File: config.mk
export PLATFORM = sky130hd
export DESIGN_NAME = pipeline_control_decoder
export DESIGN_NICKNAME = d
export VERILOG_FILES = /design/src/rtl/pipeline_control_decoder.sv
export SDC_FILE = /design/constraint.sdc
export NUM_CORES = 1
export LEC_CHECK = 0
export BUFFER_PORTS_ARGS = -buffer_cell sky130_fd_sc_hd__buf_2
export CAP_MARGIN = 40
export CORE_ASPECT_RATIO = 0.8
export CORE_UTILIZATION = 46
export CTS_CLUSTER_DIAMETER = 40
export CTS_CLUSTER_SIZE = 28
export DETAILED_ROUTE_END_ITERATION = 8
export PLACE_DENSITY = 0.86
export SLEW_MARGIN = 20
export SYNTH_ARGS = -nofsm -noshare
export SYNTH_HDL_FRONTEND = slang
export SYNTH_SLANG_ARGS = --single-unit
File: constraint.sdc
create_clock -name clk -period 1.2 [get_ports clk]
set_clock_uncertainty 0.2 [all_clocks]
set_input_delay 0.12 -clock clk [delete_from_list [all_inputs] [get_ports clk]]
set_output_delay 0.12 -clock clk [all_outputs]
set_load 0.01 [all_outputs]
File: src/rtl/pipeline_control_decoder.sv
// Main/ALU control decoder for the 5-stage RISC-V core, with D/E, E/M and M/W
// control pipeline registers. Handles cache-miss freezes and hazard bubbles.
module pipeline_control_decoder (
  input  logic       clk,
  input  logic       reset,
  input  logic       ihit,
  input  logic       dhit,
  input  logic [6:0] opcode,
  input  logic [2:0] funct3,
  input  logic [6:0] funct7,
  input  logic       sendNop,
  output logic       MemWriteD,
  output logic       LoadD,
  output logic       BranchD,
  output logic       JumpD,
  output logic       ByteD,
  output logic       ALUSrcE,
  output logic [2:0] ALUControl,
  output logic       BranchM,
  output logic       JumpM,
  output logic       LoadM,
  output logic       MemWrite,
  output logic       RegWrite,
  output logic       ByteW,
  output logic       MemtoRegW
);

  localparam int unsigned OP_W     = 7;
  localparam int unsigned F3_W     = 3;
  localparam int unsigned F7_W     = 7;
  localparam int unsigned ALUOP_W  = 2;
  localparam int unsigned ALUCTL_W = 3;

  localparam logic [OP_W-1:0] OP_RTYPE  = OP_W'(7'b0110011);
  localparam logic [OP_W-1:0] OP_IALU   = OP_W'(7'b0010011);
  localparam logic [OP_W-1:0] OP_LOAD   = OP_W'(7'b0000011);
  localparam logic [OP_W-1:0] OP_STORE  = OP_W'(7'b0100011);
  localparam logic [OP_W-1:0] OP_BRANCH = OP_W'(7'b1100011);
  localparam logic [OP_W-1:0] OP_JAL    = OP_W'(7'b1101111);

  localparam logic [F3_W-1:0] F3_BYTE = F3_W'(3'b000);

  localparam logic [F7_W-1:0] F7_ADD = F7_W'(7'b0000000);
  localparam logic [F7_W-1:0] F7_SUB = F7_W'(7'b0100000);
  localparam logic [F7_W-1:0] F7_MUL = F7_W'(7'b0000001);

  localparam logic [ALUOP_W-1:0] ALUOP_ADD   = ALUOP_W'(2'b00);
  localparam logic [ALUOP_W-1:0] ALUOP_SUB   = ALUOP_W'(2'b01);
  localparam logic [ALUOP_W-1:0] ALUOP_FUNCT = ALUOP_W'(2'b10);

  localparam logic [ALUCTL_W-1:0] ALU_ADD = ALUCTL_W'(3'b000);
  localparam logic [ALUCTL_W-1:0] ALU_SUB = ALUCTL_W'(3'b001);
  localparam logic [ALUCTL_W-1:0] ALU_MUL = ALUCTL_W'(3'b010);

  typedef struct packed {
    logic                regwrite;
    logic                memwrite;
    logic                load;
    logic                branch;
    logic                jump;
    logic                bytesel;
    logic                alusrc;
    logic                memtoreg;
    logic [ALUCTL_W-1:0] alucontrol;
  } de_t;

  typedef struct packed {
    logic regwrite;
    logic memwrite;
    logic load;
    logic branch;
    logic jump;
    logic bytesel;
    logic memtoreg;
  } em_t;

  typedef struct packed {
    logic regwrite;
    logic bytesel;
    logic memtoreg;
  } mw_t;

  de_t                 dec;
  de_t                 de_d;
  logic [ALUOP_W-1:0]  aluop;
  logic [ALUCTL_W-1:0] alu_ctl;
  de_t                 de_q;
  em_t                 em_q;
  mw_t                 mw_q;

  // Main decode of the D-stage opcode
  always_comb begin
    dec   = '0;
    aluop = ALUOP_ADD;
    unique case (opcode)
      OP_RTYPE: begin
        dec.regwrite = 1'b1;
        aluop        = ALUOP_FUNCT;
      end
      OP_IALU: begin
        dec.regwrite = 1'b1;
        dec.alusrc   = 1'b1;
      end
      OP_LOAD: begin
        dec.regwrite = 1'b1;
        dec.alusrc   = 1'b1;
        dec.load     = 1'b1;
        dec.memtoreg = 1'b1;
        dec.bytesel  = (funct3 == F3_BYTE);
      end
      OP_STORE: begin
        dec.alusrc   = 1'b1;
        dec.memwrite = 1'b1;
        dec.bytesel  = (funct3 == F3_BYTE);
      end
      OP_BRANCH: begin
        dec.branch = 1'b1;
        aluop      = ALUOP_SUB;
      end
      OP_JAL: begin
        dec.jump     = 1'b1;
        dec.regwrite = 1'b1;
      end
      default: begin
        dec   = '0;
        aluop = ALUOP_ADD;
      end
    endcase
  end

  // ALU operation select from aluop and funct7
  always_comb begin
    alu_ctl = ALU_ADD;
    if (aluop == ALUOP_SUB) begin
      alu_ctl = ALU_SUB;
    end else if (aluop == ALUOP_FUNCT) begin
      unique case (funct7)
        F7_ADD:  alu_ctl = ALU_ADD;
        F7_SUB:  alu_ctl = ALU_SUB;
        F7_MUL:  alu_ctl = ALU_MUL;
        default: alu_ctl = ALU_ADD;
      endcase
    end
  end

  // A hazard request turns the D instruction into a bubble immediately
  always_comb begin
    de_d            = dec;
    de_d.alucontrol = alu_ctl;
    if (sendNop) begin
      de_d = '0;
    end
  end

  assign MemWriteD = de_d.memwrite;
  assign LoadD     = de_d.load;
  assign BranchD   = de_d.branch;
  assign JumpD     = de_d.jump;
  assign ByteD     = de_d.bytesel;

  // Data miss freezes everything; a fetch miss only bubbles D/E
  always_ff @(posedge clk or posedge reset) begin
    if (reset) begin
      de_q <= '0;
      em_q <= '0;
      mw_q <= '0;
    end else if (dhit) begin
      de_q          <= ihit ? de_d : '0;
      em_q.regwrite <= de_q.regwrite;
      em_q.memwrite <= de_q.memwrite;
      em_q.load     <= de_q.load;
      em_q.branch   <= de_q.branch;
      em_q.jump     <= de_q.jump;
      em_q.bytesel  <= de_q.bytesel;
      em_q.memtoreg <= de_q.memtoreg;
      mw_q.regwrite <= em_q.regwrite;
      mw_q.bytesel  <= em_q.bytesel;
      mw_q.memtoreg <= em_q.memtoreg;
    end
  end

  assign ALUSrcE    = de_q.alusrc;
  assign ALUControl = de_q.alucontrol;
  assign BranchM    = em_q.branch;
  assign JumpM      = em_q.jump;
  assign LoadM      = em_q.load;
  assign MemWrite   = em_q.memwrite;
  assign RegWrite   = mw_q.regwrite;
  assign ByteW      = mw_q.bytesel;
  assign MemtoRegW  = mw_q.memtoreg;

endmodule

Word-level counts from Yosys, hierarchy flattened
Index checks and enable logic that the tools add are counted.

word-level totals
  register bits after elaboration = 21
  bits of input ports = 22
  output and inout bits = 16
  word-level logic and storage cells = 46

cells by class
  equality and inequality tests = 10
  muxes and demuxes = 13
  reductions and logical operators = 4

operators by type and width
  kind                                            number
  2-to-1 mux 11 bit                               2
  == test 7 x 6 -> 1 bit (second input constant)  3
  == test 7 bit (second input constant)           2
  one-hot mux 2 bit (2 select lines)              2
  == test 7 x 1 -> 1 bit (second input constant)  1
  == test 7 x 2 -> 1 bit (second input constant)  1
  == test 7 x 5 -> 1 bit (second input constant)  1
  2-to-1 mux 1 bit                                7
  2-to-1 mux 2 bit                                2
  OR reduction 4 bit                              1
  logical NOT 3 bit                               1
  OR reduction 3 bit                              1
  == test 2 x 1 -> 1 bit (second input constant)  1
  == test 2 bit (second input constant)           1
  OR reduction 2 bit                              1

Longest topological paths before layout
Gate-level depths: netlist (run 1).

  word-level depth = 7
  mapped depth = 4
  mapped depth without buffers = 3

Worst setup path after synthesis (run 1)
OpenSTA, ideal clock, no wires.

  path type = in2out
  start = in sendNop
  end = out LoadD
  data arrival time = 0.861 ns
  required time = 0.880 ns
  setup slack = 0.019 ns
  stages = 4
  buffers on the path = 1
  cell sequence = and3b_1 > buf_4 > nand3b_1 > nor3_1

between the ends
  longest elaborated chain between the ends = 1

ends and longest elaborated chain
  what                line  RTL
  start: declaration  11    input logic sendNop,
  2-to-1 mux 11 bit   150   if (sendNop) begin
  end: declaration    13    output logic LoadD,

Every way passes these cells.

Worst setup path in the final report (run 1)
  start = in funct3[0]
  end = out ByteD

between the ends
  longest elaborated chain between the ends = 3

ends and longest elaborated chain
  what                line      RTL
  start: declaration  9         input logic [2:0] funct3,
  logical NOT 3 bit   109, 114
  2-to-1 mux 1 bit    -
  2-to-1 mux 11 bit   150
  end: declaration    16        output logic ByteD,

Every way passes these cells.

==> impl_metrics.ini, run 1 <==
[run_status]
outcome = complete, but fails checks
failed_checks = negative hold slack, negative setup slack

[drt]
drc = 0
vias = 784
viasPerCell = 4.93
wl_um = 2130
routedWlPerCell_um = 13.4
dr.first_iter.drc_count = 5
ant_nets = 0
firstDrtPassIters = 4

[placed_design]
io_buffers = 36
placed_cells = 139
pre_cts_slack_ns = -0.171
place_congestion = 0.759
dp_hpwl_um = 1430

[run]
maxCapViolCount = 0

[floorplan]
row_count = 13
die_w_um = 51.2
initial_core_util_pct = 51.6
dieHeight_um = 41.3
dieArea_um2 = 2110
ios = 38
fp.coreArea_um2 = 1720

[clocking]
cts_made_buffers = 3
worstSkewPairLatency_ns = 0.31
cts-root-buf = clkbuf_4
htree_levels = 1
clock_path_buffers = 2
cts_tree = yes
clk_pin_slew_ns = 0.11
cts_hold_buf = 8
clkSinkCount = 18

[global_routing]
grt_pass1_vias = 763
grt.total_usage_pct = 22.8
top_usage_layer = met2
use_met2_pct = 43.8
global_route.overflow_total = 0
grt_pass1_wl_um = 3240
met3_usage_pct = 7.61
grt_max_degree = 20
grt_use_met1_pct = 25.1
antenna_found_initial = 0

[yosys]
synth_common_cells = dfrtp_1 (18), mux2_2 (9), inv_1 (8)
synth_flop_cell = dfrtp_1
synth_most_common_cell = dfrtp_1
syn_avg_cell_area_um2 = 11.3
synth-edff-count = 0
syn-num-nets = 101
synth_top_cell_by_area = dfrtp_1
ys_warn_count = 0
async_flop_share_pct = 100
synth_cell_types = 28
synth-seq-cells = 18
syn_inst = 79
syn_area_um2 = 890
synth.area.top_cells = dfrtp_1 (51%), mux2_2 (11%), buf_4 (4.2%)
yosysTopAreaCellShare_pct = 50.6
yosysSeqAreaShare_pct = 50.6

[worst_setup_path]
rr_endpoint = ALUControl[0]$_DFFE_PP0P_
path_cells = buf_6 -> or4_4 -> nor2_1 -> buf_2
end_kind = primary output
cp-start-kind = input port
cp_data_arrival_time_ns = 0.96
reg2reg_slack_ns = 0.08
cp_slowest_cell = or4_4
path_max_fanout = 2
r2r-start = ALUControl[0]$_DFFE_PP0P_
crit_buf_inv = 2
critical-path-max-stage-delay_ns = 0.52
ff2ff_path_depth = 3
path_class = in2out
cp.required_ns = 0.88
path_delay_family = simple AND/OR/NAND/NOR gates

[pwr]
leakagePower_uw = 0.000734
power_density_nw_per_um2 = 848
design_power_total_uw = 1160
power.ir.vdd_worst_mv = 0.825

[cells_and_area]
n_antenna_cell = 0
area_delta_synth_final_pct = 53.7
multi_input_area_um2 = 394
final_nets = 160
regMostFlops = de_q
stdcell_count = 159
num-fill-cells = 111
largest_reg_flops = 6
ff_latch_area_um2 = 450
drive_gt1_share_pct = 56.2

[hold_path]
hold_path_end = ALUControl[1]$_DFFE_PP0P_
hp-class = in2reg
hold_start = funct7[3]
worstHoldPathCells = 4

[timing]
setup_viol = 4
finalCritPeriodShare_pct = 107
rsz0062_at_grt = true
timing.fmax_ghz = 0.781
slew_violations = 0
hold_viol = 3
timing.hold.ws_ns = -0.0762
fin_ws_ns = -0.0810
min_period_ns = 1.28
-- how the worst max path moves through the flow --
| stage | from | end | slack [ns] | cells after the start |
|---|---|---|---|---|
| final | funct3[0] | ByteD | -0.08 | 4 |
| after global routing | sendNop | LoadD | -0.11 | 5 |
| after CTS | funct3[2] | ByteD | -0.1 | 4 |
| after detailed placement | sendNop | LoadD | -0.17 | 5 |
| after global placement | sendNop | LoadD | -0.11 | 5 |
| after floorplan | sendNop | LoadD | 0.02 | 4 |
-- cells by family (layout without fill, tap and decap cells) --
family / count (synthesis) / count (layout) / share of synthesized area, %
simple gates: 27 / 27 / 19.4
mux: 9 / 9 / 11.4
buf+inv: 14 / 72 / 8.16
flops: 18 / 18 / 50.6
compound gates: 10 / 10 / 9.99
other cells: 1 / 1 / 0.422
-- power breakdown --
group | switching [uW] | leakage (uW) | internal (uW) | total, uW
logic | 73.6 | 0.000462 | 97.9 | 171
clock network | 194 | 0.0000210 | 185 | 379
registers | 1.05 | 0.000251 | 608 | 609
-- layout by cell type (no fill, tap or decap), types with 2 or more instances in the layout --
master,count
nor2_1,4
mux2_2,9
buf_6,9
clkbuf_4,3
nand2_2,2
dfrtp_1,18
nand2b_1,3
o32ai_1,2
buf_4,13
and2_1,3
o22ai_1,2
inv_1,8
buf_2,30
nand2_1,2
dlygate4sd3_1,8
and3b_2,2
-- tightest hold or removal path: cells and delay by family --
kind | cells | cell delay [ns]
AO/OA/AOI/OAI | 1 | 0.07
buffers and inverters | 1 | 0.07
AND/OR/NAND/NOR | 2 | 0.14
-- per-stage QoR --
stage	utilization [%]	TNS [ns]	cell area, um^2
floorplan	-	0	890
global placement	64.7	-0.532	1110
detailed placement	64.7	-0.877	1110
CTS	73.1	-0.270	1260
global route	79.3	-0.370	1370
finish	79.3	-0.166	1370
-- per-layer routing --
layer	routed length, um	vias up
met2	1100	23
li1	-	391
met4	19	0
met3	120	4
met1	894	366
met5	0	-
-- layout make-up --
| class | instances | share of cell area [%] |
|---|---|---|
| timing repair buffer | 60 | 31.4 |
| sequential | 18 | 32.9 |
| tap | 22 | 2.01 |
| inverter | 8 | 2.20 |
| multi-input combinational | 47 | 28.8 |
| clock buffer | 4 | 2.65 |
-- timing repair --
| action | 4_1_cts | 5_1_grt |
|---|---|---|
| cloned | 0 | 0 |
| endpoints found under the setup margin | 4 | 12 |
| endpoints found under the hold margin | 25 | 3 |
| buffers inserted | 2 | 6 |
| pin swaps | 4 | 6 |
| gates resized for setup | 3 | 14 |
Power figures use the tool's default switching activity.
==> run 2, diff against run 1 <==
Clock period 1.2 ns to 1.3 ns, I/O delays scaled along.
==> impl_metrics.ini, run 2 (synthesis gave the netlist of run 1 again) <==
[run_status]
outcome = complete, but fails checks
failed_checks = negative hold slack, negative setup slack

[worst_setup_path]
path_delay_family = simple AND/OR/NAND/NOR gates
cp_data_arrival_time_ns = 1.04
path_class = in2out
critical-path-max-stage-delay_ns = 0.27
end_kind = primary output
crit_buf_inv = 2
path_max_fanout = 4
path_cells = buf_6 -> and3b_2 -> nand3b_1 -> nor3_1 -> buf_2
cp_slowest_cell = and3b_2
cp.required_ns = 0.97
cp-start-kind = input port

[drt]
dr.first_iter.drc_count = 12
drc = 0
viasPerCell = 5.20
firstDrtPassIters = 4
ant_nets = 0
vias = 790
routedWlPerCell_um = 14.1
wl_um = 2140

[cells_and_area]
num-fill-cells = 132
drive_gt1_share_pct = 49.2
multi_input_area_um2 = 373
ff_latch_area_um2 = 450
n_antenna_cell = 0
final_nets = 153
final_common_cell = buf_2
fin_util_pct = 72.9
final_cell_mix = buf_2 (34), dfrtp_1 (18), mux2_2 (9), buf_4 (9)
largest_reg_flops = 6
regMostFlops = de_q
stdcell_count = 152
area_delta_synth_final_pct = 41.4

[clocking]
clk_pin_slew_ns = 0.10
cts_made_buffers = 3
clkSinkCount = 18
cts_tree = yes
cts-root-buf = clkbuf_4
clock_path_buffers = 2
htree_levels = 1
worstSkewPairLatency_ns = 0.30
cts_hold_buf = 8

[timing]
hold_viol = 4
setup_viol = 3
fin_ws_ns = -0.0680
finalSetupTns_ns = -0.138
timing.fmax_ghz = 0.731
min_period_ns = 1.37
rsz0062_at_grt = true
finalCritPeriodShare_pct = 105
slew_violations = 0
timing.hold.ws_ns = -0.0437

[pwr]
leakagePower_uw = 0.000690
power_density_nw_per_um2 = 826
power.ir.vdd_worst_mv = 0.784

[floorplan]
dieArea_um2 = 2110
initial_core_util_pct = 51.6
fp.coreArea_um2 = 1720
ios = 38
row_count = 13
die_w_um = 51.2
dieHeight_um = 41.3

[placed_design]
dp_hpwl_um = 1420
place_congestion = 0.754
placed_cells = 136
pre_cts_slack_ns = -0.0832
io_buffers = 36

[global_routing]
global_route.overflow_total = 0
grt_pass1_vias = 758
grt.total_usage_pct = 22.6
grt_max_degree = 20
antenna_found_initial = 0
grt_pass1_wl_um = 3220

[hold_path]
hp-class = in2reg

[run]
maxCapViolCount = 0
[run 2: cell count changes in the layout (fill, tap and decap cells not counted), moves of 2 or more]
cell,delta
buf_2,+4
buf_4,-4
buf_6,-7
nand2_1,+2
nand2_2,-2
[run 2: final cells by class]
| cell class | count | area share [%] |
|---|---|---|
| Multi-Input combinational cell | 47 | 29.7 |
| Inverter | 8 | 2.39 |
| Tap cell | 22 | 2.19 |
| Timing Repair Buffer | 53 | 27.1 |
| Sequential cell | 18 | 35.8 |
| Clock buffer | 4 | 2.89 |
[run 2: what timing repair did]
action,CTS,global route
cloned,0,0
setup endpoints to repair,2,4
hold endpoints to repair,23,3
gates resized for setup,3,1
buffers inserted,3,1
pin swaps,3,1
[run 2: layer usage]
| layer | track usage (%) | up-vias | wire length (um) |
|---|---|---|---|
| met5 | 0 | - | 0 |
| met4 | 9.72 | 0 | 39 |
| met3 | 6.88 | 7 | 101 |
| met2 | 43.4 | 30 | 1150 |
| met1 | 24.3 | 376 | 843 |
| li1 | - | 377 | - |
[run 2: final timing paths]
| kind | start | end | slack, ns | cells past startpoint |
|---|---|---|---|---|
| max reg2reg | ALUControl[0]$_DFFE_PP0P_ | ALUControl[0]$_DFFE_PP0P_ | 0.10 | 3 |
| min in group asynchronous | reset | de_q[6]$_DFFE_PP0P_ | 0.17 | 4 |
| min reg2reg | em_q[1]$_DFFE_PP0P_ | ByteW$_DFFE_PP0P_ | 0.31 | 1 |
| max in group asynchronous | reset | em_q[6]$_DFFE_PP0P_ | 0.53 | 4 |
| min | opcode[6] | de_q[7]$_DFFE_PP0P_ | -0.04 | 3 |
| max | sendNop | LoadD | -0.07 | 5 |
[run 2: power breakdown]
| part | internal [uW] | switching (uW) |
|---|---|---|
| sequential | 561 | 0.955 |
| combinational | 73.8 | 63.3 |
| clock | 171 | 169 |
| total | 806 | 233 |
[run 2: per-stage QoR]
step	power (uW)	instance area, um^2
after floorplan	630	890
after global placement	678	1090
after detailed placement	680	1090
after CTS	1040	1240
after global routing	1090	1260
final	1040	1260
[run 2: worst reg2reg max path, stage by stage, from the launching register on]
cell     delay, ns
dfrtp_1       0.39
nor2b_1       0.14
a41oi_1       0.25
o31ai_2       0.11
==> run 3, diff against run 2 <==
Settings changed: GPL_TIMING_DRIVEN set to 0.
==> impl_metrics.ini, run 3 (synthesis gave the netlist of run 1 again) <==
[floorplan]
row_count = 13
fp.coreArea_um2 = 1720
ios = 38
dieArea_um2 = 2110
dieHeight_um = 41.3
initial_core_util_pct = 51.6
die_w_um = 51.2

[placed_design]
pre_cts_slack_ns = -0.0993
io_buffers = 36
dp_hpwl_um = 1350
place_congestion = 0.749

[cells_and_area]
multi_input_area_um2 = 392
n_antenna_cell = 0
final_nets = 152
ff_latch_area_um2 = 450
num-fill-cells = 129
final_common_cell = buf_2
largest_reg_flops = 6
fin_util_pct = 74.7
area_delta_synth_final_pct = 44.9
regMostFlops = de_q
drive_gt1_share_pct = 49.6
final_cell_mix = buf_2 (31), dfrtp_1 (18), dlygate4sd3_1 (10), mux2_2 (9), inv_1 (8)

[worst_setup_path]
cp_data_arrival_time_ns = 0.97
end_kind = primary output
cp-start-kind = input port
reg2reg_slack_ns = 0.13
path_delay_family = simple AND/OR/NAND/NOR gates
cp.required_ns = 0.97
path_max_fanout = 2
cp_slowest_cell = or4_4
path_class = in2out
critical-path-max-stage-delay_ns = 0.52
crit_buf_inv = 2
path_cells = buf_6 -> or4_4 -> nor2_1 -> buf_2

[pwr]
power.ir.vdd_worst_mv = 0.871
power.internal_uw = 807
leakagePower_uw = 0.000689
clkPwrFrac_pct = 33.1
power_density_nw_per_um2 = 817
seqPwrFrac_pct = 53.4
comb_power_share_pct = 13.5
switching_power_uw = 247
p_sw_share_pct = 23.4

[clocking]
clock_path_buffers = 2
htree_levels = 1
cts-root-buf = clkbuf_4
clkSinkCount = 18
clk_pin_slew_ns = 0.10
cts_tree = yes
cts_hold_buf = 10
cts_made_buffers = 3
worstSkewPairLatency_ns = 0.31

[timing]
hold_viol = 3
min_period_ns = 1.30
fin_ws_ns = -0.00303
tightest_slew_ns = 0.696
timing.fmax_ghz = 0.767
timing.hold.ws_ns = -0.0640
rsz0062_at_grt = true
finalCritPeriodShare_pct = 100
slew_violations = 0
max-slew-margin-rel_pct = 53.5
setup_viol = 1

[drt]
drc = 0
dr.first_iter.drc_count = 18
ant_nets = 0
wl_um = 2180
firstDrtPassIters = 4
viasPerCell = 5.23
routedWlPerCell_um = 14.4
vias = 789

[run_status]
outcome = complete, but fails checks
failed_checks = negative hold slack, negative setup slack

[run]
maxCapViolCount = 0

[global_routing]
grt_max_degree = 19
antenna_found_initial = 0
global_route.overflow_total = 0
grt_pass1_wl_um = 3150
grt.total_usage_pct = 22.9
grt_pass1_vias = 756

[hold_path]
hp-class = in2reg
-- run 3: through the flow --
| stage | TNS (ns) | instance area, um^2 | instances | total power (uW) |
|---|---|---|---|---|
| detailed placement | -0.323 | 1100 | 137 | 678 |
| CTS | -0.0601 | 1270 | 154 | 1060 |
| floorplan | 0 | 890 | 79 | 630 |
| finish | -0.00303 | 1290 | 151 | 1050 |
| global placement | -0.192 | 1100 | 137 | 675 |
| global route | -0.0241 | 1290 | 151 | 1100 |
-- run 3: final timing paths --
kind,end,start,depth (start not counted)
setup reg to reg,ALUControl[0]$_DFFE_PP0P_,ALUControl[0]$_DFFE_PP0P_,3
setup / recovery,ByteD,funct3[2],4
max in group asynchronous,MemtoRegW$_DFFE_PP0P_,reset,3
hold reg to reg,MemWrite$_DFFE_PP0P_,MemWrite$_DFFE_PP0P_,1
min in group asynchronous,ALUSrcE$_DFFE_PP0P_,reset,3
hold / removal,ALUControl[1]$_DFFE_PP0P_,funct7[4],4
-- run 3: final cells by class --
class	count	share of cell area [%]
flip-flops and latches	18	35.0
multi-input cells	47	30.4
repair buffers	49	25.8
clock buffers	4	2.82
inverters	8	2.33
well taps	22	2.14
plain buffers	3	1.55
-- run 3: metal layers --
layer / GRT usage (%) / part of all wire, % / vias to the layer above
li1: - / - / 375
met5: 0 / 0 / -
met3: 8.70 / 4.7 / 7
met2: 40.1 / 50 / 28
met4: 12.5 / 2.6 / 0
met1: 25.1 / 43 / 379
-- run 3: power by group through the flow --
stage	clock [uW]	combinational [uW]	sequential (uW)
after detailed placement	0	104	573
final	349	142	562
after floorplan	0	56.1	574
after CTS	360	138	562
after global placement	0	102	573
after global routing	382	154	563
-- run 3: timing repair --
action                                  CTS  global route
hold endpoints to repair                 24             3
gates cloned                              0             0
resized for setup                         4             7
endpoints found under the setup margin    3             8
pin swaps                                 3             5
buffers inserted                          3             2
-- run 3: worst min-delay path, delay by kind of cell --
family                 cells  cell delay, ns
buffers and inverters      1            0.07
and+or+nand+nor            2            0.13
AOI/OAI and AO/OA          1            0.08
